File: config.mk
export PLATFORM = sky130hd
export DESIGN_NAME = baseaddr_rd_select
export DESIGN_NICKNAME = d
export VERILOG_FILES = /design/src/rtl/baseaddr_rd_select.sv
export SDC_FILE = /design/constraint.sdc
export NUM_CORES = 1
export LEC_CHECK = 0
export ABC_AREA = 1
export CAP_MARGIN = 20
export CORE_ASPECT_RATIO = 1.5
export CORE_UTILIZATION = 45
export DETAILED_ROUTE_END_ITERATION = 10
export PLACE_DENSITY = 0.82
export SKIP_CTS_REPAIR_TIMING = 1
export SYNTH_ARGS = -nofsm -noshare
export SYNTH_HDL_FRONTEND = slang
export SYNTH_SLANG_ARGS = --single-unit
export TNS_END_PERCENT = 50
File: constraint.sdc
create_clock -name rclk -period 1.8 [get_ports rclk]
set_input_delay 0.18 -clock rclk [delete_from_list [all_inputs] [get_ports rclk]]
set_output_delay 0.18 -clock rclk [all_outputs]
set_load 0.01 [all_outputs]
File: src/rtl/baseaddr_rd_select.sv
// baseaddr_rd_select: read-side buffer selector for the 5-buffer VDMA ring.
// Claims the newest completed write buffer on each read frame start.
//
// Ports:
//   rclk             single clock, rising edge
//   rrst             synchronous active-high reset
//   enable           gates rd_vs / rd_hs edge detection
//   rd_vs, rd_hs     read sync levels, already in the rclk domain
//   last_next_point  one-hot newest completed write buffer
//   wr_current_point one-hot buffer the writer currently owns
//   rd_curr_point    one-hot buffer owned by this reader (0 = none)
//   frame_base       byte base address of the owned buffer
//   line_addr        start address of the current line
//   frame_start      pulse when frame_base / line_addr reload
//   frame_repeat     pulse when no new buffer was claimed
//   sel_err          pulse when last_next_point was not one-hot
module baseaddr_rd_select #(
   parameter int                ADDR_W      = 32,
   parameter logic [ADDR_W-1:0] BASE_ADDR   = 32'h0000_0000,
   parameter logic [ADDR_W-1:0] FRAME_BYTES = 32'h0080_0000,
   parameter logic [ADDR_W-1:0] LINE_BYTES  = 32'h0000_1000
) (
   input  logic              rclk,
   input  logic              rrst,
   input  logic              enable,
   input  logic              rd_vs,
   input  logic              rd_hs,
   input  logic [4:0]        last_next_point,
   input  logic [4:0]        wr_current_point,
   output logic [4:0]        rd_curr_point,
   output logic [ADDR_W-1:0] frame_base,
   output logic [ADDR_W-1:0] line_addr,
   output logic              frame_start,
   output logic              frame_repeat,
   output logic              sel_err
);

   // gated sync levels and edge detectors
   logic vs_gated;
   logic hs_gated;
   logic vs_q;
   logic hs_q;
   logic vs_rise;
   logic hs_rise;

   // pipeline flags between detection, selection and reload
   logic sel_pend;
   logic reload_pend;
   logic step_pend;

   // candidate / writer snapshot taken in the vs_rise cycle
   logic [4:0] cand_q;
   logic [4:0] wr_q;

   logic              cand_ok;
   logic              cand_busy;
   logic [2:0]        idx;
   logic [ADDR_W-1:0] next_base;

   assign vs_gated = rd_vs & enable;
   assign hs_gated = rd_hs & enable;

   // exactly one bit set: nonzero and clearing the lowest bit leaves zero
   assign cand_ok   = (cand_q != 5'd0) &&
                      ((cand_q & (cand_q - 5'd1)) == 5'd0);
   assign cand_busy = |(cand_q & wr_q);

   always_comb begin
      idx = 3'd0;
      case (rd_curr_point)
         5'b00001: idx = 3'd0;
         5'b00010: idx = 3'd1;
         5'b00100: idx = 3'd2;
         5'b01000: idx = 3'd3;
         5'b10000: idx = 3'd4;
         default:  idx = 3'd0;
      endcase
   end

   // wraps modulo 2^ADDR_W by construction
   assign next_base = BASE_ADDR + (ADDR_W'(idx) * FRAME_BYTES);

   // edge detection
   always_ff @(posedge rclk) begin
      if (rrst) begin
         vs_q    <= 1'b0;
         hs_q    <= 1'b0;
         vs_rise <= 1'b0;
         hs_rise <= 1'b0;
      end else begin
         vs_q    <= vs_gated;
         hs_q    <= hs_gated;
         vs_rise <= vs_gated & ~vs_q;
         hs_rise <= hs_gated & ~hs_q;
      end
   end

   // candidate capture stage
   always_ff @(posedge rclk) begin
      if (rrst) begin
         sel_pend  <= 1'b0;
         step_pend <= 1'b0;
         cand_q    <= 5'd0;
         wr_q      <= 5'd0;
      end else begin
         sel_pend  <= vs_rise;
         step_pend <= hs_rise;
         if (vs_rise) begin
            cand_q <= last_next_point;
            wr_q   <= wr_current_point;
         end
      end
   end

   // buffer selection
   always_ff @(posedge rclk) begin
      if (rrst) begin
         rd_curr_point <= 5'd0;
         frame_repeat  <= 1'b0;
         sel_err       <= 1'b0;
         reload_pend   <= 1'b0;
      end else begin
         frame_repeat <= 1'b0;
         sel_err      <= 1'b0;
         reload_pend  <= sel_pend;
         if (sel_pend) begin
            if (!cand_ok) begin
               sel_err      <= 1'b1;
               frame_repeat <= 1'b1;
            end else if (cand_busy) begin
               frame_repeat <= 1'b1;
            end else if (cand_q == rd_curr_point) begin
               frame_repeat <= 1'b1;
            end else begin
               rd_curr_point <= cand_q;
            end
         end
      end
   end

   // address generation: a frame reload overrides a same-cycle line step
   always_ff @(posedge rclk) begin
      if (rrst) begin
         frame_base  <= BASE_ADDR;
         line_addr   <= BASE_ADDR;
         frame_start <= 1'b0;
      end else begin
         frame_start <= 1'b0;
         if (reload_pend) begin
            frame_base  <= next_base;
            line_addr   <= next_base;
            frame_start <= 1'b1;
         end else if (step_pend) begin
            line_addr <= line_addr + LINE_BYTES;
         end
      end
   end

endmodule

## After elaboration in Yosys (flattened, before gate mapping)

Cells that the tools add are included.

- Reduce and logical (&&, ||, !) cells: 8
- Add/subtract/negate cells: 2
- Bitwise gates (word level): 11
- Mux-type cells: 8
- Equal/unequal tests: 5

Operators by type and width:

| operator | count |
|---|---|
| $mux 26 | 2 |
| $add 32x13->32 const B | 1 |
| $pmux 3 s4 | 1 |
| $and 5x5->5 | 2 |
| $eq 5x2->1 const B | 1 |
| $eq 5x3->1 const B | 1 |
| $eq 5x4->1 const B | 1 |
| $eq 5x5->1 | 1 |
| $eq 5x5->1 const B | 1 |
| $logic_not 5->1 | 1 |
| $mux 1 | 5 |
| $not 1->1 | 5 |
| $reduce_bool 5->1 | 1 |
| $reduce_or 5->1 | 1 |
| $sub 5x1->5 const B | 1 |
| $and 1x1->1 | 4 |
| $reduce_and 4->1 | 1 |
| $reduce_or 2->1 | 2 |
| $reduce_bool 2->1 | 1 |
| $logic_and 1x1->1 | 1 |

- Logic and storage cells: 50
- Output and inout port bits: 72
- Flip-flop bits (word level): 60

## Depth between registers and ports, before layout

Gate-level depths: netlist of the first run.

- Depth after elaboration: 5
- Mapped depth: 9
- Depth with buffers taken out: 9

## Worst setup path after synthesis of the first run

OpenSTA, ideal clock, no wires.

- Path kind: flip-flop to flip-flop
- Start point: reg line_addr[13]
- End point: reg line_addr[22]
- Required time: 1.681 ns
- Arrival time: 1.241 ns
- Cell stages (with the launch flop): 7
- Setup slack: 0.439 ns
- Path buffers: 0
- Setup time: 0.119 ns
- Cell sequence: dfxtp_1 ha_1 nand3_2 nor3_2 nand3_1 o21ai_0 a21oi_1

- Longest elaborated chain between the ends: 1

RTL lines:

| what | RTL line | RTL |
|---|---|---|
| start, declared | 32 | `output logic [ADDR_W-1:0] line_addr,` |
| start signal, assigned | 151 | `line_addr <= next_base;` |
| start signal, assigned | 154 | `line_addr <= line_addr + LINE_BYTES;` |
| $add 32x13->32 | 154 |  |

Every way passes these cells.
A chain may end at the register's enable or synchronous reset.

## Worst setup path after layout of the first run

- Start point: reg rd_curr_point[4]
- End point: out rd_curr_point[4]

RTL lines:

| what | RTL line | RTL |
|---|---|---|
| start, declared | 30 | `output logic [4:0] rd_curr_point,` |
| start signal, assigned | 135 | `rd_curr_point <= cand_q;` |

No word-level cell between the ends.

==> results of run 1 <==
## area by class of cell
class	instances	share of cell area (%)
multi-input combinational	260	40.4
sequential	48	31.6
inverter	46	5.67
tap	70	2.88
clock buffer	6	2.71
clock inverter	2	1.27
timing repair buffer	48	15.5
## cells by family after synthesis
family                   count (synthesis)
flip-flops                              48
other                                    1
AO/OA/AOI/OAI                           49
AND/OR/NAND/NOR                        163
adder cells (fa/ha/maj)                  1
XOR/XNOR                                 6
buffers and inverters                   91
## layer usage
layer	GRT usage [%]	routed length, um	up-vias
li1	-	-	1163
met3	3.16	209	13
met2	35.1	2790	79
met4	10.4	110	0
met1	16.8	1900	1027
met5	0	0	-
## stage by stage
stage | hold WS [ps] | cell area (um2) | total power [mW] | util (%)
after floorplan | 257 | 2690 | 1.31 | -
after global placement | 379 | 2920 | 1.31 | 53.6
after detailed placement | 386 | 2920 | 1.31 | 53.6
after CTS | 399 | 3040 | 2.13 | 55.9
after global routing | 418 | 3040 | 2.20 | 55.9
final | 397 | 3040 | 2.11 | 55.9
## worst paths after layout
| path | from | to | cells after the start |
|---|---|---|---|
| max | rd_curr_point[4]$_SDFFE_PP0P_ | rd_curr_point[4] | 1 |
| min | vs_q$_SDFF_PP0_ | vs_rise$_SDFF_PP0_ | 1 |
| max reg2reg | line_addr[13]$_SDFFE_PP0P_ | line_addr[22]$_SDFFE_PP0P_ | 6 |
| min reg2reg | vs_q$_SDFF_PP0_ | vs_rise$_SDFF_PP0_ | 1 |
## power by group
part           leakage (nW)  total, mW  internal (mW)  switching [mW]
sequential            0.389       1.10           1.08          0.0185
clock                0.0614      0.819          0.454           0.365
combinational         0.779      0.192         0.0702           0.122
## state kept, by name, indices dropped and copies added (netlist names)
name	flops
wr_q	5
hs_q	1
hs_rise	1
sel_err	1
reload_pend	1
frame_base	3
sel_pend	1
frame_repeat	1
step_pend	1
frame_start	1
line_addr	20
cand_q	5
vs_rise	1
vs_q	1
rd_curr_point	5
## cell usage after synthesis (2+ instances only)
cell and n:
o21a_1 4, nor2_1 51, dfxtp_1 48, o21ai_0 21, nand2_2 2, xor2_1 2
a21oi_1 20, nor2_2 3, nand4_1 5, nor3_2 3, inv_1 45, nand3_1 20
buf_4 41, nor3_1 8, xnor2_1 4, nor4_1 2, nand2_1 60, nor2_4 3
nand3_2 4, clkbuf_1 3
==> out/results.ini, run 1 <==
[run_status]
outcome=complete, no violations

[drt]
drt-vias-per-instance=4.75
wl_per_cell_um=10.4
drc=0
drt_iter0_drc=127
wirelength_um=5000
drt_first_pass_iters=4
via_count=2282
drtAntennaViolNets=0

[synthesis]
synth_top_family_by_area=simple AND/OR/NAND/NOR gates
netlist-cell-type-count=30
synthFlopType=dfxtp_1
synth_area_mm2=0.00254
yosys.area_share.adder_pct=0.493
ys_seq_elements=48
yosysWarnings=0
synthTopCellsByArea=dfxtp_1 (38%), buf_4 (12%), nand2_1 (8.9%)
synth-edff-count=0
synth_compound_area_share_pct=10.3
syn_inst=359
yosysSeqAreaShare_pct=37.9
synthXorXnorAreaFrac_pct=2.07
synth.mux.area_fraction_pct=0
synthSimpleGateAreaFrac_pct=29.5
async_flop_share_pct=0
syn_avg_cell_area_um2=7.06
netlist.area_leader.share_pct=37.9
synth_top_area_cell=dfxtp_1

[setup_path]
path_buf_inv=1
max_stage_delay_ps=590
path_cells=clkdlybuf4s50_1
arrival_ps=1360
endpoint_kind=output pin
critPathRequiredTime_ps=1620
critPathLaunchType=register
crit_family=buffers and inverters
r2r_slack_ps=280
critPathMaxFanout=6
slowest_stage=clkdlybuf4s50_1
worst-setup-path-type=reg2out

[placed_design]
portBuffers=45
placed_cells=472
dpl.hpwl_um=3950
pre_cts_ws_ps=298
gp_congestion=0.891

[cells_and_area]
num-fill-cells=539
area_growth_pct=20.0
seq_area_um2=961
layout_common_cells=nand2_1 (60), nor2_1 (51), dfxtp_1 (48), inv_1 (45), clkdlybuf4s50_1 (45)
drive_gt1_share_pct=6.83
stdcell_count=480
final_common_cell=nand2_1
multiInputGateArea_mm2=0.00123
diodes=0
nets=425

[sta]
fin_skew_ps=13.1
finalHoldViolCount=0
fin_ws_ps=260
timing.final.crit_period_ps=1540
setup-tns-final_ps=0
slew_violations=0
max_freq_ghz=0.649
setup_viol=0
fin_crit_sh_pct=85.6
grt_setup_unrepaired=no

[floorplan]
core_area_mm2=0.00545
start_util_pct=46.5
die_area_mm2=0.00595
pin_count=87
rows=33
fp.dieH_um=93.9
die_w_um=63.3

[global_route]
grt_max_degree=18
grt_pass1_wl_um=8460
first_global_vias=2133
antenna_found_initial=0
grt.total_usage_pct=17.9
grt_overflow=0

[clock_network]
cts_made_buffers=5
clkSinkCount=48
clk_path_buf_depth=2
path_clk_slew_ps=90
cts_max_level=2
cts_tree=done
clock-root-buffer=clkbuf_8
worstSkewPairLatency_ps=300

[worst_hold_path]
hp-class=reg2reg

[run]
cap_violations=0

[pwr]
power_leakage_nw=1.23
p_per_area_mw_per_mm2=693
worst_ir_drop_vdd_mv=0.420

(Power assumes the default switching activity.)
==> inputs of run 2 (changes only) <==
--- a/config.mk
+++ b/config.mk
@@ -8,9 +8,9 @@
 export ABC_AREA = 1
 export CAP_MARGIN = 20
 export CORE_ASPECT_RATIO = 1.5
-export CORE_UTILIZATION = 45
+export CORE_UTILIZATION = 38
 export DETAILED_ROUTE_END_ITERATION = 10
-export PLACE_DENSITY = 0.82
+export PLACE_DENSITY = 0.72
 export SKIP_CTS_REPAIR_TIMING = 1
 export SYNTH_ARGS = -nofsm -noshare
 export SYNTH_HDL_FRONTEND = slang
==> run 2 against run 1 <==
  * Global-route usage shrank 2.1 points
  * Count of clock-buffer cells in the layout rose by 2
  * Combinational power about the same
  * Cell area shrank 0.78%
  * Flip-flop and latch count unchanged
  * Fmax grew 0.34%
  * Routed wire length up 0.28%
  * Sequential power about the same
  * Cell count increased by 1.3%
  * Register-to-register slack barely moved
==> out/results.ini, run 2 (synthesized netlist as in run 1, its figures left out) <==
[run_status]
outcome=complete, no violations

[sta]
slew_violations=0
fin_crit_sh_pct=85.3
finalHoldViolCount=0
max_freq_ghz=0.652
timing.final.crit_period_ps=1530
setup-tns-final_ps=0
grt_setup_unrepaired=no
fin_skew_ps=5.50
setup_viol=0

[drt]
wl_per_cell_um=10.3
drt_iter0_drc=83
drt-vias-per-instance=4.49
wirelength_um=5020
drc=0
drtAntennaViolNets=0
drt_first_pass_iters=4
via_count=2184

[global_route]
grt_max_degree=18
grt_pass1_wl_um=8400
grt_overflow=0
grt.total_usage_pct=15.8
antenna_found_initial=0
first_global_vias=1996

[cells_and_area]
multiInputGateArea_mm2=0.00123
stdcell_count=486
nets=425
final_common_cell=nand2_1
diodes=0
num-fill-cells=666
area_growth_pct=19.1
drive_gt1_share_pct=6.34
regMostFlops=line_addr
fin_util_pct=46.6
largest_register_ff_count=20
layout_common_cells=nand2_1 (60), nor2_1 (51), dfxtp_1 (48), inv_1 (45), clkdlybuf4s50_1 (45)
seq_area_um2=961

[setup_path]
crit_end=rd_curr_point[0]
path_buf_inv=1
critPathLaunchType=register
max_stage_delay_ps=590
crit_family=buffers and inverters
endpoint_kind=output pin
r2r-end=line_addr[22]$_SDFFE_PP0P_
path_cells=clkdlybuf4s50_1
slowest_stage=clkdlybuf4s50_1
critPathRequiredTime_ps=1620
worst-setup-path-type=reg2out
worst-path-stages=1
critPathMaxFanout=5
worstRegToRegCells=6
r2r-start=line_addr[13]$_SDFFE_PP0P_
r2r_slack_ps=290
cp-startpoint=rd_curr_point[0]$_SDFFE_PP0P_
arrival_ps=1350

[clock_network]
cts_max_level=2
clk_path_buf_depth=2
worstSkewPairLatency_ps=300
cts_made_buffers=5
clkSinkCount=48
path_clk_slew_ps=80
clock-root-buffer=clkbuf_8
cts_tree=done

[worst_hold_path]
hp-class=reg2reg
worstHoldStart=vs_q$_SDFF_PP0_

[floorplan]
die_w_um=68.7
die_area_mm2=0.00701
core_area_mm2=0.00649
rows=36
fp.dieH_um=102
start_util_pct=39.1
pin_count=87

[placed_design]
gp_congestion=0.879
portBuffers=45
placed_cells=478
dpl.hpwl_um=3990

[pwr]
p_total_mw=1.95
p_per_area_mw_per_mm2=645
power_leakage_nw=1.21
worst_ir_drop_vdd_mv=0.417

[run]
cap_violations=0

[run 2: worst min-delay path by stage]
stage | end | depth (start not counted)
after floorplan | hs_rise$_SDFF_PP0_ | 1
final | vs_rise$_SDFF_PP0_ | 1
after global routing | vs_rise$_SDFF_PP0_ | 1
after detailed placement | vs_rise$_SDFF_PP0_ | 1
after global placement | vs_rise$_SDFF_PP0_ | 1
after CTS | hs_rise$_SDFF_PP0_ | 1
[run 2: area by class of cell]
class,count,share of cell area [%]
flip-flops and latches,48,31.8
clock buffers,8,2.98
repair buffers,48,15.7
inverters,46,5.72
multi-input cells,260,40.7
well taps,76,3.15
[run 2: metal layers]
metal  wire, um  GRT usage, %  share of wire (%)  vias up
li1           -             -                  -     1152
met4        139          8.16                2.8        0
met2       2630          28.5                 52       71
met1       2010          16.4                 40      949
met3        234          3.57                4.7       12
met5          0             0                  0        -
[run 2: metrics by stage]
| step | hold WS, ps | instance area [um2] | worst slack, ps |
|---|---|---|---|
| 2_1_floorplan | 257 | 2690 | 439 |
| 3_3_place_gp | 379 | 2930 | 289 |
| 3_5_place_dp | 384 | 2930 | 277 |
| 4_1_cts | 398 | 3020 | 251 |
| 5_1_grt | 421 | 3020 | 157 |
| 6_report | 396 | 3020 | 265 |
[run 2: report_power, final]
part	switching, mW	internal (mW)
logic	0.120	0.0703
registers	0.0188	1.08
clock network	0.344	0.314
==> inputs of run 3 (changes only) <==
==> constraint.sdc (replaced) <==
create_clock -name rclk -period 1.7 [get_ports rclk]
set_input_delay 0.17 -clock rclk [delete_from_list [all_inputs] [get_ports rclk]]
set_output_delay 0.17 -clock rclk [all_outputs]
set_load 0.01 [all_outputs]
==> run 3 against run 2 <==
  * Total power rose by 6.7%
  * Via count rose by 4.1%
  * Global-route usage rose by 1.6 points
  * Die area is the same
  * Utilization shrank 0.077 points
  * Sequential power rose by 5%
  * Flip-flop and latch count is the same
  * Non-clock buffer count down 1
  * Routed wire length up 6.5%
  * Worst setup slack got worse by 98 ps
  * Critical path depth did not move
  * Critical endpoint is now line_addr[14]
  * Largest cell class unchanged
==> out/results.ini, run 3 (synthesized netlist as in run 1, its figures left out) <==
[setup_path]
r2r-start=line_addr[13]$_SDFFE_PP0P_
r2r-end=line_addr[30]$_SDFFE_PP0P_
slowest_stage=clkdlybuf4s50_1
critPathLaunchType=register
critPathMaxFanout=7
arrival_ps=1360
path_cells=clkdlybuf4s50_1
endpoint_kind=output pin
max_stage_delay_ps=600
crit_family=buffers and inverters
worst-setup-path-type=reg2out
worstRegToRegCells=8
critPathRequiredTime_ps=1530
path_buf_inv=1
r2r_slack_ps=200

[global_route]
grtUsageMet3_pct=4.35
use_met2_pct=32.3
grt.busiest_layer=met2
first_global_vias=2185
grt_max_degree=18
grt_overflow=0
grt.total_usage_pct=17.4
grt_use_met1_pct=16.6
antenna_found_initial=0
grt_pass1_wl_um=9220

[sta]
slew_violations=0
finalHoldViolCount=0
setup-tns-final_ps=0
fin_skew_ps=9.17
hold_slack_ps=398
grt_setup_unrepaired=no
fin_crit_sh_pct=90.2
setup_viol=0
timing.final.crit_period_ps=1530
max_freq_ghz=0.652

[floorplan]
die_area_mm2=0.00701
start_util_pct=39.1
fp.dieH_um=102
core_area_mm2=0.00649
die_w_um=68.7
rows=36
pin_count=87

[drt]
drtAntennaViolNets=0
wl_per_cell_um=11.0
drt_iter0_drc=54
via_count=2273
drt_first_pass_iters=4
drc=0
wirelength_um=5340
drt-vias-per-instance=4.69

[worst_hold_path]
worstHoldStart=hs_q$_SDFF_PP0_
hp-class=reg2reg
min_path_cells=1
hold_path_end=hs_rise$_SDFF_PP0_

[clock_network]
clk_path_buf_depth=2
clkSinkCount=48
clock-root-buffer=clkbuf_8
path_clk_slew_ps=90
worstSkewPairLatency_ps=300
cts_tree=done
cts_max_level=2
cts_made_buffers=5

[cells_and_area]
largest_register_ff_count=20
drive_gt1_share_pct=6.60
nets=424
fin_util_pct=46.5
final_common_cell=nand2_1
final_cell_area_mm2=0.00302
regMostFlops=line_addr
area_growth_pct=18.9
diodes=0
layout_common_cells=nand2_1 (60), nor2_1 (51), dfxtp_1 (48), inv_1 (45), clkdlybuf4s50_1 (45)

[placed_design]
portBuffers=45
dpl.hpwl_um=4170
postPlaceCellArea_mm2=0.00292
gp_congestion=0.904

[run]
cap_violations=0

[run_status]
outcome=complete, no violations

[pwr]
worst_ir_drop_vdd_mv=0.388
p_per_area_mw_per_mm2=689
power_leakage_nw=1.21

## run 3: where the power goes
part / internal [mW] / switching (mW) / leakage (nW)
sequential: 1.14 / 0.0197 / 0.389
combinational: 0.0728 / 0.130 / 0.774
clock: 0.325 / 0.385 / 0.0510
total: 1.54 / 0.534 / 1.21
## run 3: area by class of cell
type                            count  area [um2]
Clock buffer                        6        82.6
Clock inverter                      2        10.0
Fill cell                         702        3470
Inverter                           46         173
Multi-Input combinational cell    260        1230
Sequential cell                    48         961
Tap cell                           76        95.1
Timing Repair Buffer               47         465
## run 3: layer usage
layer / part of all wire, % / vias up
met5: 0 / -
met3: 6.3 / 19
met1: 36 / 1008
met4: 3.8 / 0
met2: 54 / 96
li1: - / 1150
## run 3: worst register-to-register path: stages, from the launching register on
cell,delay [ps]
dfxtp_1,410
ha_1,260
nand2_1,80
nor2_1,100
nand4_1,160
nor2_4,170
nand4_1,110
nand2_1,80
nor2_1,30
## run 3: through the flow
| step | worst slack, ps | total power [mW] | instances |
|---|---|---|---|
| 6_report | 167 | 2.08 | 485 |
| 3_5_place_dp | 253 | 1.39 | 477 |
| 3_3_place_gp | 312 | 1.39 | 477 |
| 4_1_cts | 157 | 2.09 | 485 |
| 5_1_grt | 20.6 | 2.17 | 485 |
| 2_1_floorplan | 339 | 1.39 | 399 |
## run 3: worst max-delay path by stage
stage | from | to | slack (ps) | cells past startpoint
finish | line_addr[14]$_SDFFE_PP0P_ | line_addr[14] | 170 | 1
global route | line_addr[13]$_SDFFE_PP0P_ | line_addr[22]$_SDFFE_PP0P_ | 20 | 6
CTS | line_addr[28]$_SDFFE_PP0P_ | line_addr[28] | 160 | 1
detailed placement | line_addr[13]$_SDFFE_PP0P_ | line_addr[22]$_SDFFE_PP0P_ | 250 | 6
global placement | line_addr[12]$_SDFFE_PP0P_ | line_addr[30]$_SDFFE_PP0P_ | 310 | 8
floorplan | line_addr[13]$_SDFFE_PP0P_ | line_addr[22]$_SDFFE_PP0P_ | 340 | 6
